<file path="src/rtl/pipeline_pkg.sv">
// Shared definitions for the pipeline controller: state encodings, stage-control
// bundle, and the decode from the selected hazard condition to stage controls.
package pipeline_pkg;

  localparam int REG_W                  = 5;
  localparam int TIMEOUT_CYCLES_DEFAULT = 255;

  localparam logic [1:0] ST_RUN        = 2'd0;
  localparam logic [1:0] ST_LOAD_STALL = 2'd1;
  localparam logic [1:0] ST_MEM_WAIT   = 2'd2;
  localparam logic [1:0] ST_REDIRECT   = 2'd3;

  localparam int PERF_N     = 2;
  localparam int PERF_STALL = 0;
  localparam int PERF_FLUSH = 1;

  typedef struct packed {
    logic pc_en;
    logic if_id_en;
    logic if_id_flush;
    logic id_ex_en;
    logic id_ex_flush;
    logic ex_mem_en;
    logic ex_mem_flush;
    logic mem_wb_en;
    logic mem_wb_flush;
  } stage_ctrl_t;

  // Reset drives every enable and every flush so the whole pipeline is cleared.
  localparam stage_ctrl_t CTRL_CLEAR = '1;

  function automatic stage_ctrl_t stage_ctrl(input logic [1:0] cond);
    stage_ctrl_t c;
    c = '{pc_en: 1'b1, if_id_en: 1'b1, if_id_flush: 1'b0,
          id_ex_en: 1'b1, id_ex_flush: 1'b0,
          ex_mem_en: 1'b1, ex_mem_flush: 1'b0,
          mem_wb_en: 1'b1, mem_wb_flush: 1'b0};
    case (cond)
      ST_MEM_WAIT: begin
        // Everything up to MEM holds; WB receives a bubble.
        c.pc_en        = 1'b0;
        c.if_id_en     = 1'b0;
        c.id_ex_en     = 1'b0;
        c.ex_mem_en    = 1'b0;
        c.mem_wb_flush = 1'b1;
      end
      ST_REDIRECT: begin
        c.if_id_flush = 1'b1;
        c.id_ex_flush = 1'b1;
      end
      ST_LOAD_STALL: begin
        // Hold PC and IF/ID, inject a bubble into EX behind the load.
        c.pc_en       = 1'b0;
        c.if_id_en    = 1'b0;
        c.id_ex_flush = 1'b1;
      end
      default: ;
    endcase
    return c;
  endfunction

endpackage

</file>
<file path="src/rtl/hazard_detect.sv">
// Load-use hazard compare between the ID-stage sources and the load in EX.
module hazard_detect
  import pipeline_pkg::*;
(
  input  logic [REG_W-1:0] id_rs1,
  input  logic [REG_W-1:0] id_rs2,
  input  logic             id_uses_rs1,
  input  logic             id_uses_rs2,
  input  logic             ex_wb_load,
  input  logic [REG_W-1:0] ex_wb_rd,
  output logic             load_use
);

  logic [REG_W-1:0] src [2];
  logic [1:0]       uses;
  logic [1:0]       match;

  assign src[0]  = id_rs1;
  assign src[1]  = id_rs2;
  assign uses[0] = id_uses_rs1;
  assign uses[1] = id_uses_rs2;

  genvar gi;
  for (gi = 0; gi < 2; gi++) begin : g_src
    assign match[gi] = uses[gi] & (src[gi] == ex_wb_rd);
  end

  // x0 is hardwired zero, so a load targeting it never creates a dependency.
  assign load_use = ex_wb_load & (ex_wb_rd != '0) & (|match);

endmodule

</file>
<file path="src/rtl/pipeline_ctrl.sv">
// Pipeline stage controller: prioritised stall/flush decode, state tracking,
// data-memory wait timeout and saturating performance counters.
module pipeline_ctrl
  import pipeline_pkg::*;
#(
  parameter int TIMEOUT_CYCLES = TIMEOUT_CYCLES_DEFAULT
) (
  input  logic             clk,
  input  logic             rst,
  input  logic [REG_W-1:0] id_rs1,
  input  logic [REG_W-1:0] id_rs2,
  input  logic             id_uses_rs1,
  input  logic             id_uses_rs2,
  input  logic             ex_wb_load,
  input  logic [REG_W-1:0] ex_wb_rd,
  input  logic             ex_redirect,
  input  logic             mem_access,
  input  logic             mem_ready,
  input  logic             perf_clr,
  output logic             pc_en,
  output logic             if_id_en,
  output logic             if_id_flush,
  output logic             id_ex_en,
  output logic             id_ex_flush,
  output logic             ex_mem_en,
  output logic             ex_mem_flush,
  output logic             mem_wb_en,
  output logic             mem_wb_flush,
  output logic [1:0]       state,
  output logic             mem_timeout,
  output logic [31:0]      stall_cycles,
  output logic [31:0]      flush_events
);

  localparam int WAIT_W = ($clog2(TIMEOUT_CYCLES + 1) > 8) ? $clog2(TIMEOUT_CYCLES + 1) : 8;

  logic              load_use;
  logic              mem_stall;
  logic [1:0]        state_reg, state_next;
  stage_ctrl_t       ctrl;
  logic [WAIT_W-1:0] wait_cnt_reg, wait_cnt_next;
  logic              mem_timeout_reg, mem_timeout_next;
  logic [PERF_N-1:0] perf_inc;
  logic [31:0]       perf_cnt [PERF_N];

  hazard_detect u_hazard (
    .id_rs1      (id_rs1),
    .id_rs2      (id_rs2),
    .id_uses_rs1 (id_uses_rs1),
    .id_uses_rs2 (id_uses_rs2),
    .ex_wb_load  (ex_wb_load),
    .ex_wb_rd    (ex_wb_rd),
    .load_use    (load_use)
  );

  assign mem_stall = mem_access & ~mem_ready;

  // A redirect under a memory stall is simply deferred: EX is held, so the
  // redirect stays asserted until the stall releases and then wins.
  always_comb begin
    state_next = ST_RUN;
    if (mem_stall)        state_next = ST_MEM_WAIT;
    else if (ex_redirect) state_next = ST_REDIRECT;
    else if (load_use)    state_next = ST_LOAD_STALL;
  end

  assign ctrl = rst ? CTRL_CLEAR : stage_ctrl(state_next);

  assign pc_en        = ctrl.pc_en;
  assign if_id_en     = ctrl.if_id_en;
  assign if_id_flush  = ctrl.if_id_flush;
  assign id_ex_en     = ctrl.id_ex_en;
  assign id_ex_flush  = ctrl.id_ex_flush;
  assign ex_mem_en    = ctrl.ex_mem_en;
  assign ex_mem_flush = ctrl.ex_mem_flush;
  assign mem_wb_en    = ctrl.mem_wb_en;
  assign mem_wb_flush = ctrl.mem_wb_flush;

  always_ff @(posedge clk) begin
    if (rst) state_reg <= ST_RUN;
    else     state_reg <= state_next;
  end

  always_comb begin
    wait_cnt_next = '0;
    if (mem_stall)
      wait_cnt_next = (&wait_cnt_reg) ? wait_cnt_reg : wait_cnt_reg + WAIT_W'(1);
  end

  // Sticky: only reset may clear it, perf_clr deliberately leaves it alone.
  assign mem_timeout_next = mem_timeout_reg |
                            (mem_stall & (wait_cnt_next >= WAIT_W'(TIMEOUT_CYCLES)));

  always_ff @(posedge clk) begin
    if (rst) begin
      wait_cnt_reg    <= '0;
      mem_timeout_reg <= 1'b0;
    end else begin
      wait_cnt_reg    <= wait_cnt_next;
      mem_timeout_reg <= mem_timeout_next;
    end
  end

  assign perf_inc[PERF_STALL] = ~ctrl.pc_en;
  assign perf_inc[PERF_FLUSH] = ctrl.if_id_flush;

  genvar gi;
  for (gi = 0; gi < PERF_N; gi++) begin : g_perf
    logic [31:0] cnt_reg;

    always_ff @(posedge clk) begin
      if (rst || perf_clr)
        cnt_reg <= '0;
      else if (perf_inc[gi] && (cnt_reg != '1))
        cnt_reg <= cnt_reg + 32'd1;
    end

    assign perf_cnt[gi] = cnt_reg;
  end

  assign state        = state_reg;
  assign mem_timeout  = mem_timeout_reg;
  assign stall_cycles = perf_cnt[PERF_STALL];
  assign flush_events = perf_cnt[PERF_FLUSH];

endmodule

</file>
<file path="config.mk">
export PLATFORM = sky130hd
export DESIGN_NAME = pipeline_ctrl
export DESIGN_NICKNAME = d
export VERILOG_FILES = /design/src/rtl/pipeline_pkg.sv /design/src/rtl/hazard_detect.sv /design/src/rtl/pipeline_ctrl.sv
export SDC_FILE = /design/constraint.sdc
export NUM_CORES = 1
export LEC_CHECK = 0
export ABC_AREA = 1
export CAP_MARGIN = 25
export CORE_MARGIN = 3
export CORE_UTILIZATION = 52
export CTS_CLUSTER_DIAMETER = 200
export DETAILED_ROUTE_END_ITERATION = 10
export MAX_ROUTING_LAYER = met4
export PLACE_DENSITY = 0.86
export SYNTH_ARGS = -nofsm -noshare
export SYNTH_HDL_FRONTEND = slang
export SYNTH_SLANG_ARGS = --single-unit
</file>
<file path="constraint.sdc">
create_clock -name clk -period 3.05 [get_ports clk]
set_input_delay 0.4575 -clock clk [delete_from_list [all_inputs] [get_ports clk]]
set_output_delay 0.4575 -clock clk [all_outputs]
set_load 0.01 [all_outputs]
</file>
# Word-level counts from Yosys, hierarchy flattened
# Index checks and enable logic that the tools add are counted.
# totals
regBits,75
input_bits,24
output_inout_bits,76
wordCells,44
# classes
addsub,3
n_lt_le_gt_ge,1
n_eq_ne,7
mux,11
n_bitwise,9
n_reduce_logical,8
# op_table
op,count
$add A32 B1 Y32 const B,2
$ne A32 B32 Y1 const B,2
$mux W8,2
$eq A5 B5 Y1,2
$mux W9,1
$add A8 B1 Y8 const B,1
$ge A8 B8 Y1 const B,1
$reduce_and A8 Y1,1
$and A1 B1 Y1,6
$mux W2,3
$reduce_or A2 Y1,3
$mux W1,5
$reduce_bool A5 Y1,1
$eq A2 B2 Y1 const B,2
$eq A2 B1 Y1 const B,1
$logic_and A1 B1 Y1,2
$not A1 Y1,2
$logic_or A1 B1 Y1,1
$or A1 B1 Y1,1

# Logic depth before layout (Yosys ltp)
# Gate-level depths: netlist of run 1.
# logic_depth
word_depth,13
mapped_depth,14
depth_no_buf,14

# Cells and area by module
# From an unflattened synthesis of run 1, not the netlist that was laid out.
# unflattened
cells_unflattened,813
area_unflattened_um2,5022.3
# modules_own_cells
module,instances,cells_each,area_each_um2,seq_area_each_um2
pipeline_ctrl,1,758,4805.9,1501.4
hazard_detect,1,55,216.5,0.0

# Worst setup path after synthesis of run 1
# OpenSTA, ideal clock, no wires.
# synth_timing
path_kind,input-to-reg
startpoint,in mem_access
endpoint,reg g_perf[0].cnt_reg[23] (netlist: stall_cycles[23])
setup_ns,0.070
t_arrival_ns,2.415
required_time_ns,2.980
path_slack_ns,0.565
stages,13
n_path_buf,1
path_cell_list,inv_1 nor2_1 inv_1 nand3_1 inv_1 a21boi_0 ha_1 nor2_2 inv_1 a21oi_4 buf_2 nand2_1 a21oi_2
# synth_via
elab_chain_len,8
elab_cells_between_ends,9
cone_classes,eq/ne (2); mux (3); bitwise (2); reduce/logical (2)
# synth_lines
element,line_no,source
from (decl),pipeline_ctrl.sv:17,"input logic mem_access,"
$and A1 B1 Y1 *,pipeline_ctrl.sv:56,assign mem_stall = mem_access & ~mem_ready;
$mux W2 *,pipeline_ctrl.sv:62,if (mem_stall) state_next = ST_MEM_WAIT;
$eq A2 B1 Y1 or $eq A2 B2 Y1 (tied branches),pipeline_pkg.sv:38,case (cond)
$reduce_or A2 Y1 (no source line) *,-,
$mux W2 *,pipeline_pkg.sv:38,
$mux W9 *,pipeline_ctrl.sv:67,assign ctrl = rst ? CTRL_CLEAR : stage_ctrl(state_next);
$not A1 Y1 *,pipeline_ctrl.sv:104,assign perf_inc[PERF_STALL] = ~ctrl.pc_en;
$logic_and A1 B1 Y1 *,pipeline_ctrl.sv:114,else if (perf_inc[gi] && (cnt_reg != '1))
to (signal assigned),pipeline_ctrl.sv:115,cnt_reg <= cnt_reg + 32'd1;
to (decl),pipeline_ctrl.sv:109,logic [31:0] cnt_reg;
# Every way passes the cells marked *; elsewhere a longest branch is shown, timed or not.
# A chain may end at the register's enable or synchronous reset.

# Worst setup path after layout of run 1
# layout_timing
startpoint,in ex_wb_rd[3]
endpoint,out id_ex_en
# layout_via
elab_chain_len,10
elab_cells_between_ends,14
cone_classes,eq/ne (3); mux (5); bitwise (4); reduce/logical (2)
# layout_lines
element,line_no,source
from (decl),pipeline_ctrl.sv:15,"input logic [REG_W-1:0] ex_wb_rd,"
$eq A5 B5 Y1,hazard_detect.sv:25,assign match[gi] = uses[gi] & (src[gi] == ex_wb_rd);
$and A1 B1 Y1,hazard_detect.sv:25,
$reduce_or A2 Y1,hazard_detect.sv:29,assign load_use = ex_wb_load & (ex_wb_rd != '0) & (|match);
$and A1 B1 Y1 *,hazard_detect.sv:29,
$mux W1 *,pipeline_ctrl.sv:64,else if (load_use) state_next = ST_LOAD_STALL;
$mux W2 *,pipeline_ctrl.sv:63,else if (ex_redirect) state_next = ST_REDIRECT;
$mux W2 *,pipeline_ctrl.sv:62,
$eq A2 B2 Y1 *,pipeline_pkg.sv:38,
$mux W1 *,pipeline_pkg.sv:38,
$mux W9 *,pipeline_ctrl.sv:67,
to (decl),pipeline_ctrl.sv:23,"output logic id_ex_en,"
# Marks and branches as above.

==> impl_metrics.yaml, run 1 <==
finish:
  final_cells: 1018
  final_layout_size_suffix_gt1_share_pct: 9.75
  fin_util_pct: 69.6
  fin_nets: 916
  antenna_cells: 0
  final_cell_area_mm2: 0.00625
  area_growth_pct: 26.1
clock_tree:
  clockBufferDepth: 2
  cts_hold_buf: 0
  clockRootBuffer: "clkbuf_8"
  h-tree-depth: 3
  clk_latency_ns: 0.35
  post_cts_buffers: 0
  cts_tree: "yes"
  cts_buffers: 9
  clock_sinks: 75
  clkTransAtPathRegs_ns: 0.08
sta:
  setup_violations: 0
  maxSlewHeadroom_pct: 56.5
  setup_ws_ns: 0.175
  fmax_mhz: 348
  slew_viol_final: 0
  skew_ns: 0.0109
  post-route-period-util_pct: 94.2
  worst_pin_slew_ns: 0.651
  hold_viol: 0
  fin_setup_tns_ns: 0
  hold_slack_ns: 0.465
  rsz0062_at_grt: "false"
  fin_crit_ns: 2.87
drt:
  drc: 0
  via_per_inst: 5.27
  postRouteAntennaNets: 0
  drt_first_pass_iters: 7
  wirelength_um: 13700
  vias: 5360
  initialDrtViolationCount: 241
  wl_per_cell_um: 13.4
yosys:
  ys_ff_latch: 75
  synth_cells: 789
  yosysSeqAreaShare_pct: 30.3
  yosysWarnings: 0
  synth-edff-count: 0
  avgSynthCellArea_um2: 6.28
  synth-main-ff-cell: "dfxtp_1"
  syn_nets: 817
  syn-cell-area_mm2: 0.00495
  ys_async_sr_fraction_pct: 0
  yosysUniqueCellTypes: 37
power:
  leakage_nw: 2.18
  pwr-share-clk_pct: 38.3
  total_power_mw: 1.92
  power_frac_comb_pct: 10.4
  net-switching-power_uw: 479
  ir_drop_uv: 212
  power_frac_seq_pct: 51.4
  switching_share_pct: 24.9
  p_per_area_mw_per_mm2: 308
  p_int_mw: 1.44
grt:
  grt_pass1_wl_um: 23000
  antenna_found_initial: 0
  grt_usage_pct: 25.7
  gr-total-overflow: 0
  grt_start_max_net_pins: 30
  grt_pass1_vias: 5077
worst_setup_path:
  end_kind: "output port"
  cpPeakStageDelay_ns: 0.54
  worst_path_max_delay_cell: "clkdlybuf4s50_1"
  crit_chain: "clkdlybuf4s50_1, inv_1, nand2_1, o21ai_0, nor2_1, nand4_1, nand2_1, a21boi_2, ha_1, nand2_1, clkdlybuf4s50_1"
  crit_top_cell: "nand2_1"
  startpoint_type: "primary input"
  crit_required_ns: 2.59
  cp.arrival_ns: 2.42
  rr_worst_depth: 9
  path_class: "primary input to output port"
  cp_max_fo: 3
placement:
  gp_congestion: 0.955
  dpl_worst_slack_ns: 0.00114
  port_buffers: 98
  placedCellCount: 1003
  dpl_cell_area_mm2: 0.00606
  dp_hpwl_um: 10300
floorplanning:
  die_height_um: 104
  row_count: 34
  core_region_area_mm2: 0.00898
  ios: 100
  fp.dieArea_mm2: 0.0107
  initial_core_util_pct: 55.2
  die_w_um: 104
worst_hold_path:
  hold_depth: 2
  hold_class: "flip-flop to flip-flop"
outcome:
  outcome: "finished, final reports clean"
job:
  cap_violations: 0
==> worst max-delay path, delay by kind of cell <==
family                   cells  cell delay [ns]
adder cells (fa/ha/maj)      1             0.22
AND/OR/NAND/NOR              5             0.47
AO/OA/AOI/OAI                2             0.13
buffers and inverters        3             1.14
==> synthesized netlist by cell type, drive strengths merged (2+ instances only) <==
cell / number / area, um^2
nand2: 320 / 1260
ha: 4 / 50.1
nand3: 31 / 155
a21boi: 2 / 18.8
nor3: 12 / 75.1
xnor2: 14 / 123
o21ai: 9 / 45.0
xor2: 25 / 219
inv: 53 / 199
nand4: 11 / 68.8
clkbuf: 5 / 18.8
buf: 17 / 129
dfxtp: 75 / 1500
nand3b: 14 / 105
nor2: 131 / 544
a21oi: 60 / 402
==> worst paths after layout <==
kind | start | to | slack, ns
worst min-delay path | mem_timeout | mem_timeout | 0.46
worst max-delay path | ex_wb_rd[3] | id_ex_en | 0.18
worst min register to register | mem_timeout | mem_timeout | 0.46
worst max register to register | flush_events[0] | flush_events[7] | 0.82
==> routing by layer <==
metal / wire [um] / up-vias / track usage (%)
met3: 1050 / 32 / 6.16
met2: 6450 / 214 / 42.5
met4: 280 / 0 / 8.83
li1: - / 2673 / -
met5: 0 / - / -
met1: 5890 / 2441 / 30.8
==> area by class of cell <==
type	instances	area [um^2]
fillers	768	2730
inverters	53	199
well taps	126	158
multi-input cells	639	3110
clock inverters	3	40.0
repair buffers	110	1100
flip-flops and latches	75	1500
clock buffers	12	135
==> cell families (layout without fill, tap and decap cells) <==
logic type                 after synthesis  after routing  share of synthesized area (%)
and+or+nand+nor                        522            522                           45.1
DFF                                     75             75                           30.3
buffers and inverters                   75            178                           6.99
AOI/OAI and AO/OA                       73             73                           9.67
xor gates and xnor gates                39             39                           6.89
adders and majority gates                4              4                           1.01
other                                    1              1                         0.0757
==> power by group through the flow <==
stage / Clock [mW] / Combinational, mW / Sequential [mW]
6_report: 0.735 / 0.199 / 0.988
3_3_place_gp: 0 / 0.194 / 1.01
4_1_cts: 0.744 / 0.199 / 0.988
3_5_place_dp: 0 / 0.198 / 1.01
2_1_floorplan: 0 / 0.113 / 1.01
5_1_grt: 0.789 / 0.215 / 0.988
==> cell usage in the layout, fill, tap and decap left out, types with 10 or more instances in the layout <==
cell             synthesis  routed
a21oi_2                 24      24
nand4_1                 11      11
inv_1                   51      50
xor2_1                  25      25
nand2_1                302     302
nor2_1                 120     120
nand3_1                 31      31
dfxtp_1                 75      75
buf_4                    4      10
xnor2_1                 14      14
nand2_2                 16      16
nand3b_1                14      14
clkdlybuf4s50_1          0      95
a21oi_1                 35      35
==> repair_timing <==
item / 4_1_cts / 5_1_grt
pin swaps: 0 / 0
setup endpoints to repair: 2 / 3
gates cloned: 0 / 0
resized for setup: 1 / 6
Note: power is estimated with default switching activity, not from simulation.
==> run 2: changes to the inputs <==
--- a/config.mk
+++ b/config.mk
@@ -7,12 +7,14 @@
 export LEC_CHECK = 0
 export ABC_AREA = 1
 export CAP_MARGIN = 25
+export CELL_PAD_IN_SITES_DETAIL_PLACEMENT = 1
+export CELL_PAD_IN_SITES_GLOBAL_PLACEMENT = 2
 export CORE_MARGIN = 3
-export CORE_UTILIZATION = 52
+export CORE_UTILIZATION = 27
 export CTS_CLUSTER_DIAMETER = 200
 export DETAILED_ROUTE_END_ITERATION = 10
 export MAX_ROUTING_LAYER = met4
-export PLACE_DENSITY = 0.86
+export PLACE_DENSITY = 0.85
 export SYNTH_ARGS = -nofsm -noshare
 export SYNTH_HDL_FRONTEND = slang
 export SYNTH_SLANG_ARGS = --single-unit
==> run 2 against run 1 <==
First-iteration DRC count is 21% lower. Critical path depth is 2 lower. Clock skew shrank 0.0013 ns. Critical path type unchanged. Largest cell class unchanged.
==> impl_metrics.yaml, run 2 (same netlist as run 1, synthesis figures left out) <==
outcome:
  outcome: "finished, final reports clean"
sta:
  hold_viol: 0
  setup_violations: 0
  skew_ns: 0.00955
  maxSlewHeadroom_pct: 57.2
  worst_pin_slew_ns: 0.637
  rsz0062_at_grt: "false"
  fmax_mhz: 350
  fin_crit_ns: 2.86
  setup_ws_ns: 0.194
  slew_viol_final: 0
  post-route-period-util_pct: 93.6
clock_tree:
  cts_tree: "yes"
  clock_sinks: 75
  cts_buffers: 9
  clockRootBuffer: "clkbuf_16"
  clk_latency_ns: 0.35
  h-tree-depth: 3
  post_cts_buffers: 0
  clockBufferDepth: 2
  clkTransAtPathRegs_ns: 0.06
  cts_hold_buf: 0
worst_hold_path:
  hp-start: "mem_timeout"
  hold_class: "flip-flop to flip-flop"
placement:
  gp_congestion: 0.827
  dp_hpwl_um: 12600
  dpl_cell_area_mm2: 0.00620
  port_buffers: 98
  placedCellCount: 1102
  dpl_worst_slack_ns: -0.0646
floorplanning:
  ios: 100
  core_region_area_mm2: 0.0177
  initial_core_util_pct: 28.1
  die_w_um: 141
  fp.dieArea_mm2: 0.0200
  row_count: 48
  die_height_um: 141
finish:
  fillers: 2281
  most-common-layout-cells: "302 x nand2_1, 120 x nor2_1, 95 x clkdlybuf4s50_1"
  area_growth_pct: 31.5
  antenna_cells: 0
  fin_nets: 916
  final_layout_size_suffix_gt1_share_pct: 10.1
  layout_commonest_cell: "nand2_1"
  final_cells: 1118
  final_cell_area_mm2: 0.00652
drt:
  via_per_inst: 4.64
  vias: 5184
  wirelength_um: 16300
  postRouteAntennaNets: 0
  initialDrtViolationCount: 190
  wl_per_cell_um: 14.6
  drt_first_pass_iters: 4
  drc: 0
power:
  p_int_mw: 1.74
  total_power_mw: 2.34
  net-switching-power_uw: 603
  pwr-share-clk_pct: 48.9
  switching_share_pct: 25.8
  leakage_nw: 2.24
  ir_drop_uv: 269
  power_frac_comb_pct: 8.9
  power_frac_seq_pct: 42.2
  p_per_area_mw_per_mm2: 359
worst_setup_path:
  worstSetupStartpoint: "ex_wb_rd[2]"
  path_class: "primary input to output port"
  crit_required_ns: 2.59
  cp.arrival_ns: 2.40
  cp_max_fo: 3
  startpoint_type: "primary input"
  reg2reg_from: "flush_events[0]"
  end_kind: "output port"
grt:
  gr-total-overflow: 0
  antenna_found_initial: 0
  grt_usage_pct: 17.2
  grt_pass1_vias: 5365
  grt_pass1_wl_um: 27400
  grt_start_max_net_pins: 42
job:
  cap_violations: 0
## run 2: stage by stage
step / setup TNS, ns / util (%) / hold slack [ns]
floorplan: 0 / - / 0.474
global route: 0 / 36.9 / 0.499
CTS: 0 / 36.9 / 0.463
finish: 0 / 36.9 / 0.453
global placement: 0 / 35.1 / 0.441
detailed placement: -0.127 / 35.1 / 0.451
## run 2: final timing paths
kind | endpoint | slack, ns | cells past startpoint
worst min register to register | mem_timeout | 0.45 | 2
worst min-delay path | mem_timeout | 0.45 | 2
worst max-delay path | id_ex_en | 0.19 | 9
worst max register to register | flush_events[14] | 0.96 | 10
## run 2: repair_timing
action / in CTS / in global routing
hold endpoints to repair: 0 / 0
gates resized for setup: 1 / 3
gates cloned: 0 / 0
pin swaps: 0 / 0
endpoints found under the setup margin: 2 / 3
## run 2: worst max-delay path, cell delays in order
cell             delay (ns)
clkdlybuf4s50_1        0.47
nor3_1                 0.23
nand3_1                0.10
nand3_1                0.08
inv_1                  0.04
a21boi_1               0.19
ha_1                   0.23
nand2_1                0.10
clkdlybuf4s50_1        0.50
## run 2: final cells by class
| class | instances | area [um^2] | share of cell area, % |
|---|---|---|---|
| clock buffers | 10 | 239 | 3.67 |
| clock inverters | 6 | 71.3 | 1.09 |
| inverters | 53 | 199 | 3.05 |
| multi-input cells | 639 | 3110 | 47.7 |
| flip-flops and latches | 75 | 1500 | 23.0 |
| well taps | 225 | 282 | 4.32 |
| repair buffers | 110 | 1120 | 17.1 |
## run 2: power groups by stage
| stage | registers, mW | logic (mW) | clock network, mW |
|---|---|---|---|
| floorplan | 1.01 | 0.113 | 0 |
| CTS | 0.988 | 0.214 | 1.19 |
| global route | 0.988 | 0.230 | 1.21 |
| detailed placement | 1.01 | 0.212 | 0 |
| finish | 0.988 | 0.208 | 1.14 |
| global placement | 1.01 | 0.212 | 0 |
## run 2: routing by layer
| metal | vias to the layer above | global-route usage (%) | wire length, um |
|---|---|---|---|
| met5 | - | - | 0 |
| met4 | 0 | 3.64 | 191 |
| met3 | 15 | 3.47 | 562 |
| met2 | 86 | 28.8 | 7790 |
| met1 | 2406 | 21.7 | 7800 |
| li1 | 2677 | - | - |
